--- src/rtl/phoenix_credit_pkg.sv ---
// Shared types for the credit sequencer: FSM state encoding and timer width.
package phoenix_credit_pkg;

   localparam int CNT_W = 20;

   typedef enum logic [2:0] {
      ST_IDLE  = 3'd0,
      ST_COIN  = 3'd1,
      ST_GAP   = 3'd2,
      ST_START = 3'd3,
      ST_HOLD  = 3'd4
   } state_t;

endpackage

--- src/rtl/credit_timer.sv ---
// Loadable down-counter that times every sequencer phase.
// done is high while the count sits at zero.
module credit_timer
   import phoenix_credit_pkg::*;
(
   input  logic             clk,
   input  logic             rst_n,
   input  logic             clr,
   input  logic             load,
   input  logic [CNT_W-1:0] value,
   output logic             done
);

   logic [CNT_W-1:0] cnt;

   always_ff @(posedge clk or negedge rst_n) begin
      if (!rst_n) begin
         cnt <= '0;
      end else if (clr) begin
         cnt <= '0;
      end else if (load) begin
         cnt <= value;
      end else if (cnt != '0) begin
         cnt <= cnt - 1'b1;
      end
   end

   assign done = (cnt == '0);

endmodule

--- src/rtl/credit_sequencer.sv ---
// Coin/start pulse sequencer for 1P/2P start requests (round-robin).
// Build option CREDIT_SEQ_AUTOSTART_EN enables the generated start pulse.
module credit_sequencer
   import phoenix_credit_pkg::*;
#(
   parameter int COIN_CYCLES  = 200000,
   parameter int GAP_CYCLES   = 200000,
   parameter int START_CYCLES = 200000,
   parameter int HOLD_CYCLES  = 400000
) (
   input  logic       clk_sys,
   input  logic       reset_n,
   input  logic [1:0] req_start,
   input  logic       game_reset,
   output logic       btn_coin,
   output logic [1:0] btn_start,
   output logic       busy
);

   // Timer holds N-1 on entry so a phase lasts exactly N clocks.
   localparam logic [CNT_W-1:0] COIN_LD  = CNT_W'(COIN_CYCLES - 1);
   localparam logic [CNT_W-1:0] GAP_LD   = CNT_W'(GAP_CYCLES - 1);
   localparam logic [CNT_W-1:0] HOLD_LD  = CNT_W'(HOLD_CYCLES - 1);
`ifdef CREDIT_SEQ_AUTOSTART_EN
   localparam logic [CNT_W-1:0] START_LD = CNT_W'(START_CYCLES - 1);
`endif

   state_t           state;
   state_t           state_n;
   logic [1:0]       req_q;
   logic [1:0]       pending;
   logic [1:0]       rise;
   logic [1:0]       coins;
   logic             ptr;
   logic             who;
   logic             grant_2p;
   logic             grant;
   logic             t_load;
   logic [CNT_W-1:0] t_value;
   logic             t_done;

   assign rise     = req_start & ~req_q;
   assign grant    = (state == ST_IDLE) && (pending != 2'b00);
   assign grant_2p = pending[1] & (~pending[0] | ptr);

   always_comb begin
      state_n = state;
      t_load  = 1'b0;
      t_value = '0;
      unique case (state)
         ST_IDLE: begin
            if (pending != 2'b00) begin
               state_n = ST_COIN;
               t_load  = 1'b1;
               t_value = COIN_LD;
            end
         end
         ST_COIN: begin
            if (t_done) begin
               state_n = ST_GAP;
               t_load  = 1'b1;
               t_value = GAP_LD;
            end
         end
         ST_GAP: begin
            if (t_done) begin
               t_load = 1'b1;
               if (coins != 2'd0) begin
                  state_n = ST_COIN;
                  t_value = COIN_LD;
               end else begin
`ifdef CREDIT_SEQ_AUTOSTART_EN
                  state_n = ST_START;
                  t_value = START_LD;
`else
                  state_n = ST_HOLD;
                  t_value = HOLD_LD;
`endif
               end
            end
         end
`ifdef CREDIT_SEQ_AUTOSTART_EN
         ST_START: begin
            if (t_done) begin
               state_n = ST_HOLD;
               t_load  = 1'b1;
               t_value = HOLD_LD;
            end
         end
`endif
         ST_HOLD: begin
            if (t_done) state_n = ST_IDLE;
         end
         default: state_n = ST_IDLE;
      endcase
   end

   credit_timer u_timer (
      .clk   (clk_sys),
      .rst_n (reset_n),
      .clr   (game_reset),
      .load  (t_load),
      .value (t_value),
      .done  (t_done)
   );

   always_ff @(posedge clk_sys or negedge reset_n) begin
      if (!reset_n) begin
         state     <= ST_IDLE;
         req_q     <= 2'b00;
         pending   <= 2'b00;
         coins     <= 2'd0;
         ptr       <= 1'b0;
         who       <= 1'b0;
         btn_coin  <= 1'b0;
         btn_start <= 2'b00;
         busy      <= 1'b0;
      end else if (game_reset) begin
         state     <= ST_IDLE;
         req_q     <= req_start;
         pending   <= 2'b00;
         coins     <= 2'd0;
         ptr       <= 1'b0;
         who       <= 1'b0;
         btn_coin  <= 1'b0;
         btn_start <= 2'b00;
         busy      <= 1'b0;
      end else begin
         state    <= state_n;
         req_q    <= req_start;
         busy     <= (state_n != ST_IDLE);
         btn_coin <= (state_n == ST_COIN);
`ifdef CREDIT_SEQ_AUTOSTART_EN
         btn_start <= (state_n == ST_START) ? {who, ~who} : 2'b00;
`else
         btn_start <= req_start;
`endif
         if (grant) begin
            pending <= (pending & ~{grant_2p, ~grant_2p}) | rise;
            who     <= grant_2p;
            coins   <= grant_2p ? 2'd2 : 2'd1;
         end else begin
            pending <= pending | rise;
         end
         if (state == ST_COIN && t_done) coins <= coins - 2'd1;
         if (state == ST_HOLD && t_done) ptr <= ~who;
      end
   end

endmodule

--- config.mk ---
export PLATFORM = sky130hd
export DESIGN_NAME = credit_sequencer
export DESIGN_NICKNAME = d
export VERILOG_FILES = /design/src/rtl/phoenix_credit_pkg.sv /design/src/rtl/credit_timer.sv /design/src/rtl/credit_sequencer.sv
export SDC_FILE = /design/constraint.sdc
export NUM_CORES = 1
export LEC_CHECK = 0
export CAP_MARGIN = 20
export CORE_MARGIN = 3
export CORE_UTILIZATION = 30
export CTS_CLUSTER_SIZE = 20
export DETAILED_ROUTE_END_ITERATION = 16
export SYNTH_ARGS = -nofsm -noshare
export SYNTH_HDL_FRONTEND = slang
export SYNTH_SLANG_ARGS = --single-unit
--- constraint.sdc ---
create_clock -name clk_sys -period 2.9 [get_ports clk_sys]
set_input_delay 0.87 -clock clk_sys [delete_from_list [all_inputs] [get_ports clk_sys]]
set_output_delay 0.87 -clock clk_sys [all_outputs]
set_load 0.01 [all_outputs]
==> metrics.md, run 1 <==
| Metric | Value |
|---|---|
| Status | `finished clean` |
| Total Routing Usage GR | `11.4%` |
| Worst Tran Pin Value | `0.771 ns` |
| Minimum clock period | `2.55 ns` |
| Worst skew pair latency | `0.28 ns` |
| Via density | `5.35` |
| Initial DRC count | `64` |
| Fmax | `392 MHz` |
| Setup-failing EPs final | `0` |
| Top Ports | `9` |
| Starting density of the core | `31.9%` |
| Post-Syn Instances | `186` |
| # resized after CTS | `0` |
| Layout cells sized above 1 | `8.63%` |
| EDFF count, synth | `0` |
| Worst setup margin | `0.350 ns` |
| Drt first pass iters | `4` |
| Final hold viol count | `0` |
| # diodes | `0` |
| WS Path Type | `flip-flop to flip-flop` |
| Pins over their slew limit | `0` |
| Most common cell after layout, fill and taps aside | `dfrtp_1` |
| Worst-path clk slew | `0.07 ns` |
| Post-Place Setup Slack | `0.361 ns` |
| Static Leak | `0.839 nW` |
| Most frequent CP cell | `or4_4` |
| Fin crit share | `87.9%` |
| H-Tree Depth | `2` |
| CP Capture Point | `busy` |
| Worst path slowest cell | `or4_4` |
| Vias in the first global route | `1,377` |
| DIE AREA | `6970 um^2` |
| Crit Reg-Reg Startpoint | `u_timer.cnt[8]` |
| Largest stage delay, worst path | `0.54 ns` |
| Vias | `1,440` |
| First-pass GRT wire length | `6520 um` |
| Area of the mapped netlist | `1800 um^2` |
| Sequential element share of the synthesized area | `48.6%` |
| Clock tree from TritonCTS | `done` |
| Detailed placer's ending HPWL | `2640 um` |
| Endpoint class of the critical path | `flip-flop` |
| R2R setup slack | `0.35 ns` |
| Hold path depth | `2` |
| Remaining global-route overflow | `0` |
| Num Clock Sinks | `35` |
| Die Y | `83.5 um` |
| Crit-path cells | `or4_4 -> or4_4 -> nor4_4 -> a311oi_1 -> or4_1` |
| GPL Wtd Cong | `0.858` |
| CTS Root Cell | `clkbuf_8` |
| Final instance area | `2040 um^2` |
| Syn-to-layout area delta | `13.1%` |
| Avg Inst Size Synth | `9.69 um^2` |
| # rows | `27` |
| Crit path from | `u_timer.cnt[8]` |
| DP Area | `1970 um^2` |
| Antenna violations before repair | `0` |
| WL per Instance | `13.8 um` |
| Largest net degree at the start of global routing | `36` |
| Yosys cell types | `33` |
| Yosys Warn Count | `0` |
| Port bufs | `8` |
| Worst r2r dst | `busy` |
| Net Count, Synth | `194` |
| Worst vdd ir | `234 uV` |
| CP max FO | `11` |
| Main flop type after synthesis | `dfrtp_1` |
| Setup TNS | `0 ns` |
| Worst clock skew | `0.00189 ns` |
| Req. time, crit path | `3.05 ns` |
| ANT nets after route | `0` |
| RSZ-0062 raised after global routing | `false` |
| Pwr dens | `753 nW/um^2` |
| Synthesis-stage register bit count | `35` |
| Data arrival, critical path | `2.70 ns` |
| Drt drc | `0` |
| Core ar. | `5640 um^2` |
| Top cells by area, synth | `dfrtp_1, a21oi_1, xnor2_1, nor2_1, nor3_1` |
| Proportion of netlist area held by the largest area contributor | `48.6%` |
| Asr flop ratio synth | `100%` |
| Worst-case clock buffer depth | `2` |
| Final nets | `206` |
| Setup bufs post-CTS | `0` |
| Number of CTS-inserted buffers | `5` |
| Normalized max-slew margin | `48.6%` |
| Max-Cap Viols | `0` |
| Routed WL | `3710 um` |
| Total power | `1.53 mW` |
| CTS Hold Buffers Added | `0` |
| Synth area leader | `dfrtp_1` |
| Die width | `83.5 um` |
| Path type of the worst min-delay path | `flip-flop to flip-flop` |
| R2R depth | `5` |
| Most frequent cells in the layout | `dfrtp_1, a21oi_1, nor2_1` |
| Crit start category | `flip-flop` |
==> how the worst min path moves through the flow <==
stage                      end  slack (ns)      from
finish              pending[1]        0.50  req_q[1]
global route        pending[1]        0.54  req_q[1]
floorplan           pending[1]        0.47  req_q[1]
detailed placement  pending[1]        0.50  req_q[1]
global placement    pending[1]        0.48  req_q[1]
CTS                 pending[1]        0.50  req_q[1]
==> synth_stat cells, drive strengths merged, types with 4 or more instances <==
library cell  instances
or3                   5
a21oi                27
nor2                 18
nand2b                4
or4                   7
xor2                  6
nor3                 11
nor4                  7
nand2                 5
inv                   4
clkbuf                6
a21o                  4
xnor2                 8
nand3                 5
nor2b                 5
dfrtp                35
==> cells by family (layout without fill, tap and decap cells) <==
logic type	count (synthesis)	after routing	synth area share, %
AND/OR/NAND/NOR	72	72	22.4
AO/OA/AOI/OAI	50	50	17.1
flip-flops	35	35	48.6
XOR/XNOR	14	14	6.81
buffers and inverters	12	23	2.99
adder cells (fa/ha/maj)	3	3	2.08
==> routing by layer <==
metal / wire length, um / up-vias / GRT usage (%)
met3: 108 / 8 / 2.07
li1: - / 697 / -
met1: 1750 / 707 / 14.9
met4: 89 / 0 / 5.70
met5: 0 / - / 0
met2: 1760 / 28 / 18.2
==> critical path: cells and delay by family, from the launching register on <==
kind             cells  cell delay (ns)
flip-flops           1             0.44
AO/OA/AOI/OAI        1             0.09
AND/OR/NAND/NOR      4             1.90
==> per-stage QoR <==
step,util [%],hold slack [ns],cells
final,36.1,0.498,269
after global routing,36.1,0.542,269
after CTS,36.1,0.504,269
after detailed placement,34.8,0.500,263
after global placement,34.8,0.484,263
after floorplan,-,0.472,186
==> area by class of cell <==
type                            instances  area (um^2)
Multi-Input combinational cell        139          872
Timing Repair Buffer                   13          113
Inverter                                4         15.0
Fill cell                             569         3600
Clock buffer                            6         72.6
Tap cell                               72         90.1
Sequential cell                        35          876
==> sequential cells by signal, summed over array words and instances, names as in the netlist <==
signal / count
ptr: 1
u_timer.cnt: 20
who: 1
req_q: 2
pending: 2
busy: 1
state: 3
btn_start: 2
btn_coin: 1
coins: 2
==> where the power goes <==
group	switching, mW	internal, mW	leakage [nW]
clock network	0.162	0.160	0.0371
registers	0.0929	0.577	0.463
logic	0.299	0.245	0.338
(Power assumes the default switching activity.)
==> inputs of run 2 (changes only) <==
--- a/config.mk
+++ b/config.mk
@@ -6,10 +6,11 @@
 export NUM_CORES = 1
 export LEC_CHECK = 0
 export CAP_MARGIN = 20
-export CORE_MARGIN = 3
 export CORE_UTILIZATION = 30
 export CTS_CLUSTER_SIZE = 20
 export DETAILED_ROUTE_END_ITERATION = 16
+export MAX_ROUTING_LAYER = met4
+export PLACE_DENSITY = 0.55
 export SYNTH_ARGS = -nofsm -noshare
 export SYNTH_HDL_FRONTEND = slang
 export SYNTH_SLANG_ARGS = --single-unit
==> run 2 against run 1 <==
  * Flip-flop and latch count stayed put
  * Clock skew is 0.0061 ns higher
  * Critical path depth stayed put
  * Cell area is 0.55% higher
  * Critical path type unchanged
  * Highest routed layer unchanged
==> metrics.md, run 2 (synthesis gave the netlist of run 1 again) <==
| Metric | Value |
|---|---|
| Num Clock Sinks | `35 (unchanged)` |
| CTS Root Cell | `clkbuf_8` |
| Worst vdd ir | `196 uV (-16%)` |
| Drt first pass iters | `4 (unchanged)` |
| Req. time, crit path | `3.05 ns (about the same)` |
| Vias | `1,406 (-2.4%)` |
| Antenna violations before repair | `0 (unchanged)` |
| Fin crit share | `88.1% (+0.13 points)` |
| Normalized max-slew margin | `47.1% (-1.5 points)` |
| Number of CTS-inserted buffers | `5 (unchanged)` |
| WHS | `0.509 ns (+0.0107 ns)` |
| Vias in the first global route | `1,282 (-6.9%)` |
| Worst-case clock buffer depth | `2 (unchanged)` |
| Setup bufs post-CTS | `0 (unchanged)` |
| WL per Instance | `14.3 um (+3.9%)` |
| Via density | `5.19 (-3.1%)` |
| Worst Tran Pin Value | `0.793 ns (+0.0218 ns)` |
| Die Y | `79.5 um (-4.8%)` |
| Initial DRC count | `89 (+39%)` |
| Most frequent cells in the layout | `dfrtp_1, a21oi_1, nor2_1` |
| Path type of the worst min-delay path | `flip-flop to flip-flop` |
| CTS Hold Buffers Added | `0 (unchanged)` |
| # diodes | `0 (unchanged)` |
| WS Path Type | `flip-flop to flip-flop` |
| Most common cell after layout, fill and taps aside | `dfrtp_1` |
| Endpoint class of the critical path | `flip-flop` |
| First-pass GRT wire length | `6420 um (-1.6%)` |
| Detailed placer's ending HPWL | `2700 um (+2.2%)` |
| Static Leak | `0.849 nW (+1.3%)` |
| Final nets | `206 (unchanged)` |
| CP max FO | `11 (unchanged)` |
| Setup TNS | `0 ns (unchanged)` |
| Worst clock skew | `0.00796 ns (+0.00607 ns)` |
| RSZ-0062 raised after global routing | `false` |
| DIE AREA | `6320 um^2 (-9.4%)` |
| Pwr dens | `760 nW/um^2 (+0.87%)` |
| # resized after CTS | `0 (unchanged)` |
| Setup-failing EPs final | `0 (unchanged)` |
| Core ar. | `5640 um^2 (unchanged)` |
| ANT nets after route | `0 (unchanged)` |
| Total Routing Usage GR | `13.9% (+2.4 points)` |
| Data arrival, critical path | `2.71 ns (about the same)` |
| GPL Wtd Cong | `0.795 (-7.4%)` |
| Largest register FFs | `20 (unchanged)` |
| # rows | `27 (unchanged)` |
| Clock tree from TritonCTS | `done` |
| Worst-path clk slew | `0.07 ns (about the same)` |
| Port bufs | `8 (unchanged)` |
| H-Tree Depth | `2 (unchanged)` |
| Syn-to-layout area delta | `13.8%` |
| Pins over their slew limit | `0 (unchanged)` |
| Minimum clock period | `2.55 ns (+0.00385 ns)` |
| Starting density of the core | `31.9% (unchanged)` |
| Die width | `79.5 um (-4.8%)` |
| Layout cells sized above 1 | `10.1% (+1.4 points)` |
| Largest net degree at the start of global routing | `36 (unchanged)` |
| Fmax | `392 MHz (-0.15%)` |
| Drt drc | `0 (unchanged)` |
| Max-Cap Viols | `0 (unchanged)` |
| Final hold viol count | `0 (unchanged)` |
| Biggest register | `u_timer.cnt` |
| Remaining global-route overflow | `0 (unchanged)` |
| Routed WL | `3880 um (+4.7%)` |
| Worst skew pair latency | `0.29 ns (about the same)` |
| # fillers | `565 (-0.70%)` |
| Largest registers | `u_timer.cnt: 20 flops, state: 3 flops` |
| Crit start category | `flip-flop` |
| Status | `finished clean` |
| Top Ports | `9 (unchanged)` |
-- run 2: cell count changes in the layout (fill, tap and decap cells not counted), sizes merged --
cell    before  now
clkbuf       6    5
clkinv       0    3
-- run 2: metal layers --
metal / up-vias / share of wire (%) / global-route usage [%]
met5: - / 0 / -
met4: 0 / 1.7 / 6.73
met3: 7 / 3.9 / 2.74
met2: 37 / 43 / 19.3
met1: 659 / 51 / 19.0
li1: 703 / - / -
-- run 2: final timing paths --
check	startpoint	depth (start not counted)	to	slack, ns
max	u_timer.cnt[8]	5	busy	0.35
min	req_q[1]	2	pending[1]	0.51
max reg2reg	u_timer.cnt[8]	5	busy	0.35
min reg2reg	req_q[1]	2	pending[1]	0.51
max in group asynchronous	reset_n	1	u_timer.cnt[11]	1.73
min in group asynchronous	reset_n	1	btn_start[0]	0.67
-- run 2: layout make-up --
cell class	instances	area (um^2)	area share [%]
clock buffer	5	68.8	3.36
clock inverter	3	15.0	0.733
inverter	4	15.0	0.733
multi-input combinational	139	872	42.6
sequential	35	876	42.7
tap	72	90.1	4.40
timing repair buffer	13	113	5.49
-- run 2: where the power goes --
| group | internal (mW) | switching [mW] | total [mW] |
|---|---|---|---|
| Combinational | 0.245 | 0.301 | 0.546 |
| Sequential | 0.576 | 0.0956 | 0.672 |
| Clock | 0.164 | 0.175 | 0.339 |
-- run 2: through the flow --
step	worst slack [ns]	cells	power [mW]	cell area (um^2)	util, %
floorplan	0.410	186	1.10	1800	-
global placement	0.404	262	1.22	1960	34.7
detailed placement	0.359	262	1.22	1960	34.7
CTS	0.348	270	1.57	2040	36.2
global route	0.237	271	1.67	2050	36.3
finish	0.346	271	1.56	2050	36.3
-- run 2: worst max-delay path, cell delays in order, from the launching register on --
cell and delay, ns:
dfrtp_1 0.44, or4_4 0.53, or4_4 0.52, nor4_4 0.31, a311oi_1 0.09, or4_1 0.53
==> inputs of run 3 (changes only) <==
--- a/config.mk
+++ b/config.mk
@@ -6,6 +6,7 @@
 export NUM_CORES = 1
 export LEC_CHECK = 0
 export CAP_MARGIN = 20
+export CORE_MARGIN = 3
 export CORE_UTILIZATION = 30
 export CTS_CLUSTER_SIZE = 20
 export DETAILED_ROUTE_END_ITERATION = 16
==> run 3 against run 2 <==
  * Combinational power hardly changed
  * Register-to-register slack worse by 0.02 ns
  * Critical path type unchanged
  * Sequential share of layout area decreased by 0.18 points
  * Worst hold slack worse by 0.011 ns
  * Clock power is 2% higher
  * Utilization is 0.16 points higher
  * Non-clock buffer count increased by 1
  * Largest power group unchanged
  * Flip-flop and latch count did not move
  * Global-route usage fell by 1.6 points
  * Total power up 0.44%
==> metrics.md, run 3 (synthesis gave the netlist of run 1 again) <==
| Metric | Value |
|---|---|
| Num Clock Sinks | `35 (unchanged)` |
| Setup bufs post-CTS | `0 (unchanged)` |
| Core ar. | `5640 um^2 (unchanged)` |
| Layout cells sized above 1 | `10.0% (-0.050 points)` |
| Drt drc | `0 (unchanged)` |
| Number of CTS-inserted buffers | `5 (unchanged)` |
| CP top delay family | `simple AND/OR/NAND/NOR gates` |
| Detailed placer's ending HPWL | `2750 um (+1.6%)` |
| Routed WL | `3850 um (-1.0%)` |
| Total Routing Usage GR | `12.3% (-1.6 points)` |
| Data arrival, critical path | `2.73 ns (+0.02 ns)` |
| Endpoint class of the critical path | `flip-flop` |
| CP max FO | `11 (unchanged)` |
| Most common cell after layout, fill and taps aside | `dfrtp_1` |
| Pins over their slew limit | `0 (unchanged)` |
| Final nets | `207 (+0.49%)` |
| Worst-case clock buffer depth | `2 (unchanged)` |
| Crit-path cells | `or4_4 -> or4_4 -> nor4_4 -> a311oi_1 -> or4_1` |
| Setup-failing EPs final | `0 (unchanged)` |
| Max-Cap Viols | `0 (unchanged)` |
| Path type of the worst min-delay path | `flip-flop to flip-flop` |
| Worst vdd ir | `234 uV (+19%)` |
| Most frequent CP cell | `or4_4` |
| Status | `finished clean` |
| Antenna violations before repair | `0 (unchanged)` |
| Req. time, crit path | `3.06 ns (about the same)` |
| Crit Reg-Reg Startpoint | `u_timer.cnt[11]` |
| First-pass GRT wire length | `6730 um (+4.9%)` |
| ANT nets after route | `0 (unchanged)` |
| Worst path slowest cell | `or4_4` |
| Worst clock skew | `0.00535 ns (-0.00261 ns)` |
| Placed cells | `263 (+0.38%)` |
| Syn-to-layout area delta | `14.2%` |
| Most frequent cells in the layout | `dfrtp_1, a21oi_1, nor2_1` |
| CTS Hold Buffers Added | `0 (unchanged)` |
| Normalized max-slew margin | `49.1% (+2.0 points)` |
| Largest register FFs | `20 (unchanged)` |
| Port bufs | `8 (unchanged)` |
| Post-Place Setup Slack | `0.343 ns (-0.0164 ns)` |
| Crit start category | `flip-flop` |
| Largest registers | `u_timer.cnt: 20 flops, state: 3 flops` |
| Top Ports | `9 (unchanged)` |
| # rows | `27 (unchanged)` |
| Non-filler cells, final | `272 (+0.37%)` |
| Static Leak | `0.848 nW (-0.20%)` |
| Die Y | `83.5 um (+5.0%)` |
| CTS Root Cell | `clkbuf_8` |
| Total power | `1.56 mW (+0.44%)` |
| Biggest register | `u_timer.cnt` |
| # diodes | `0 (unchanged)` |
| Vias in the first global route | `1,404 (+9.5%)` |
| H-Tree Depth | `2 (unchanged)` |
| Worst skew pair latency | `0.29 ns (about the same)` |
| Worst setup margin | `0.323 ns (-0.0236 ns)` |
| Largest net degree at the start of global routing | `36 (unchanged)` |
| Vias | `1,417 (+0.78%)` |
| Worst-path clk slew | `0.07 ns (about the same)` |
| Largest stage delay, worst path | `0.57 ns (+0.04 ns)` |
| WL per Instance | `14.1 um (-1.4%)` |
| Die width | `83.5 um (+5.0%)` |
| DIE AREA | `6970 um^2 (+10%)` |
| Setup TNS | `0 ns (unchanged)` |
| Crit path from | `u_timer.cnt[11]` |
| Initial DRC count | `132 (+48%)` |
| Pwr dens | `760 nW/um^2 (about the same)` |
| Clock tree from TritonCTS | `done` |
| Fmax | `388 MHz (-0.91%)` |
| Via density | `5.21 (+0.41%)` |
| Final hold viol count | `0 (unchanged)` |
| Starting density of the core | `31.9% (unchanged)` |
| GPL Wtd Cong | `0.900 (+13%)` |
| Fin crit share | `88.9% (+0.81 points)` |
| # resized after CTS | `0 (unchanged)` |
| Remaining global-route overflow | `0 (unchanged)` |
| Worst Tran Pin Value | `0.763 ns (-0.0302 ns)` |
| Hold Startpoint | `req_q[1]` |
| Minimum clock period | `2.58 ns (+0.0236 ns)` |
| WS Path Type | `flip-flop to flip-flop` |
| Worst Path Buf+Inv | `0 (unchanged)` |
| Drt first pass iters | `4 (unchanged)` |
| RSZ-0062 raised after global routing | `false` |
-- run 3: path summary, 6_finish.rpt --
path / endpoint / slack, ns / depth (start not counted)
max: busy / 0.32 / 5
min: pending[1] / 0.50 / 2
max reg2reg: busy / 0.32 / 5
min reg2reg: pending[1] / 0.50 / 2
max in group asynchronous: ptr / 1.77 / 1
min in group asynchronous: u_timer.cnt[12] / 0.65 / 1
-- run 3: cell type report --
cell class | instances | area (um^2)
Clock inverter | 2 | 12.5
Timing Repair Buffer | 14 | 120
Multi-Input combinational cell | 139 | 872
Sequential cell | 35 | 876
Inverter | 4 | 15.0
Fill cell | 575 | 3580
Tap cell | 72 | 90.1
Clock buffer | 6 | 72.6
-- run 3: worst reg2reg max path, cell delays in order (launching register included) --
cell and delay, ns:
dfrtp_1 0.40, or4_4 0.57, or4_4 0.52, nor4_4 0.32, a311oi_1 0.09, or4_1 0.54
-- run 3: per-layer routing --
metal,track usage [%],routed length (um)
met5,-,0
met4,4.68,70
met3,2.37,79
met2,19.0,1750
met1,16.0,1950
-- run 3: where the power goes --
part	internal [mW]	switching (mW)	total [mW]
Sequential	0.576	0.0952	0.671
Combinational	0.246	0.299	0.545
Clock	0.168	0.180	0.347
-- run 3: per-stage QoR --
stage	hold slack, ns	util, %	instance area [um^2]
floorplan	0.472	-	1800
global placement	0.477	34.8	1970
detailed placement	0.489	34.8	1970
CTS	0.507	36.3	2050
global route	0.529	36.5	2060
finish	0.498	36.5	2060
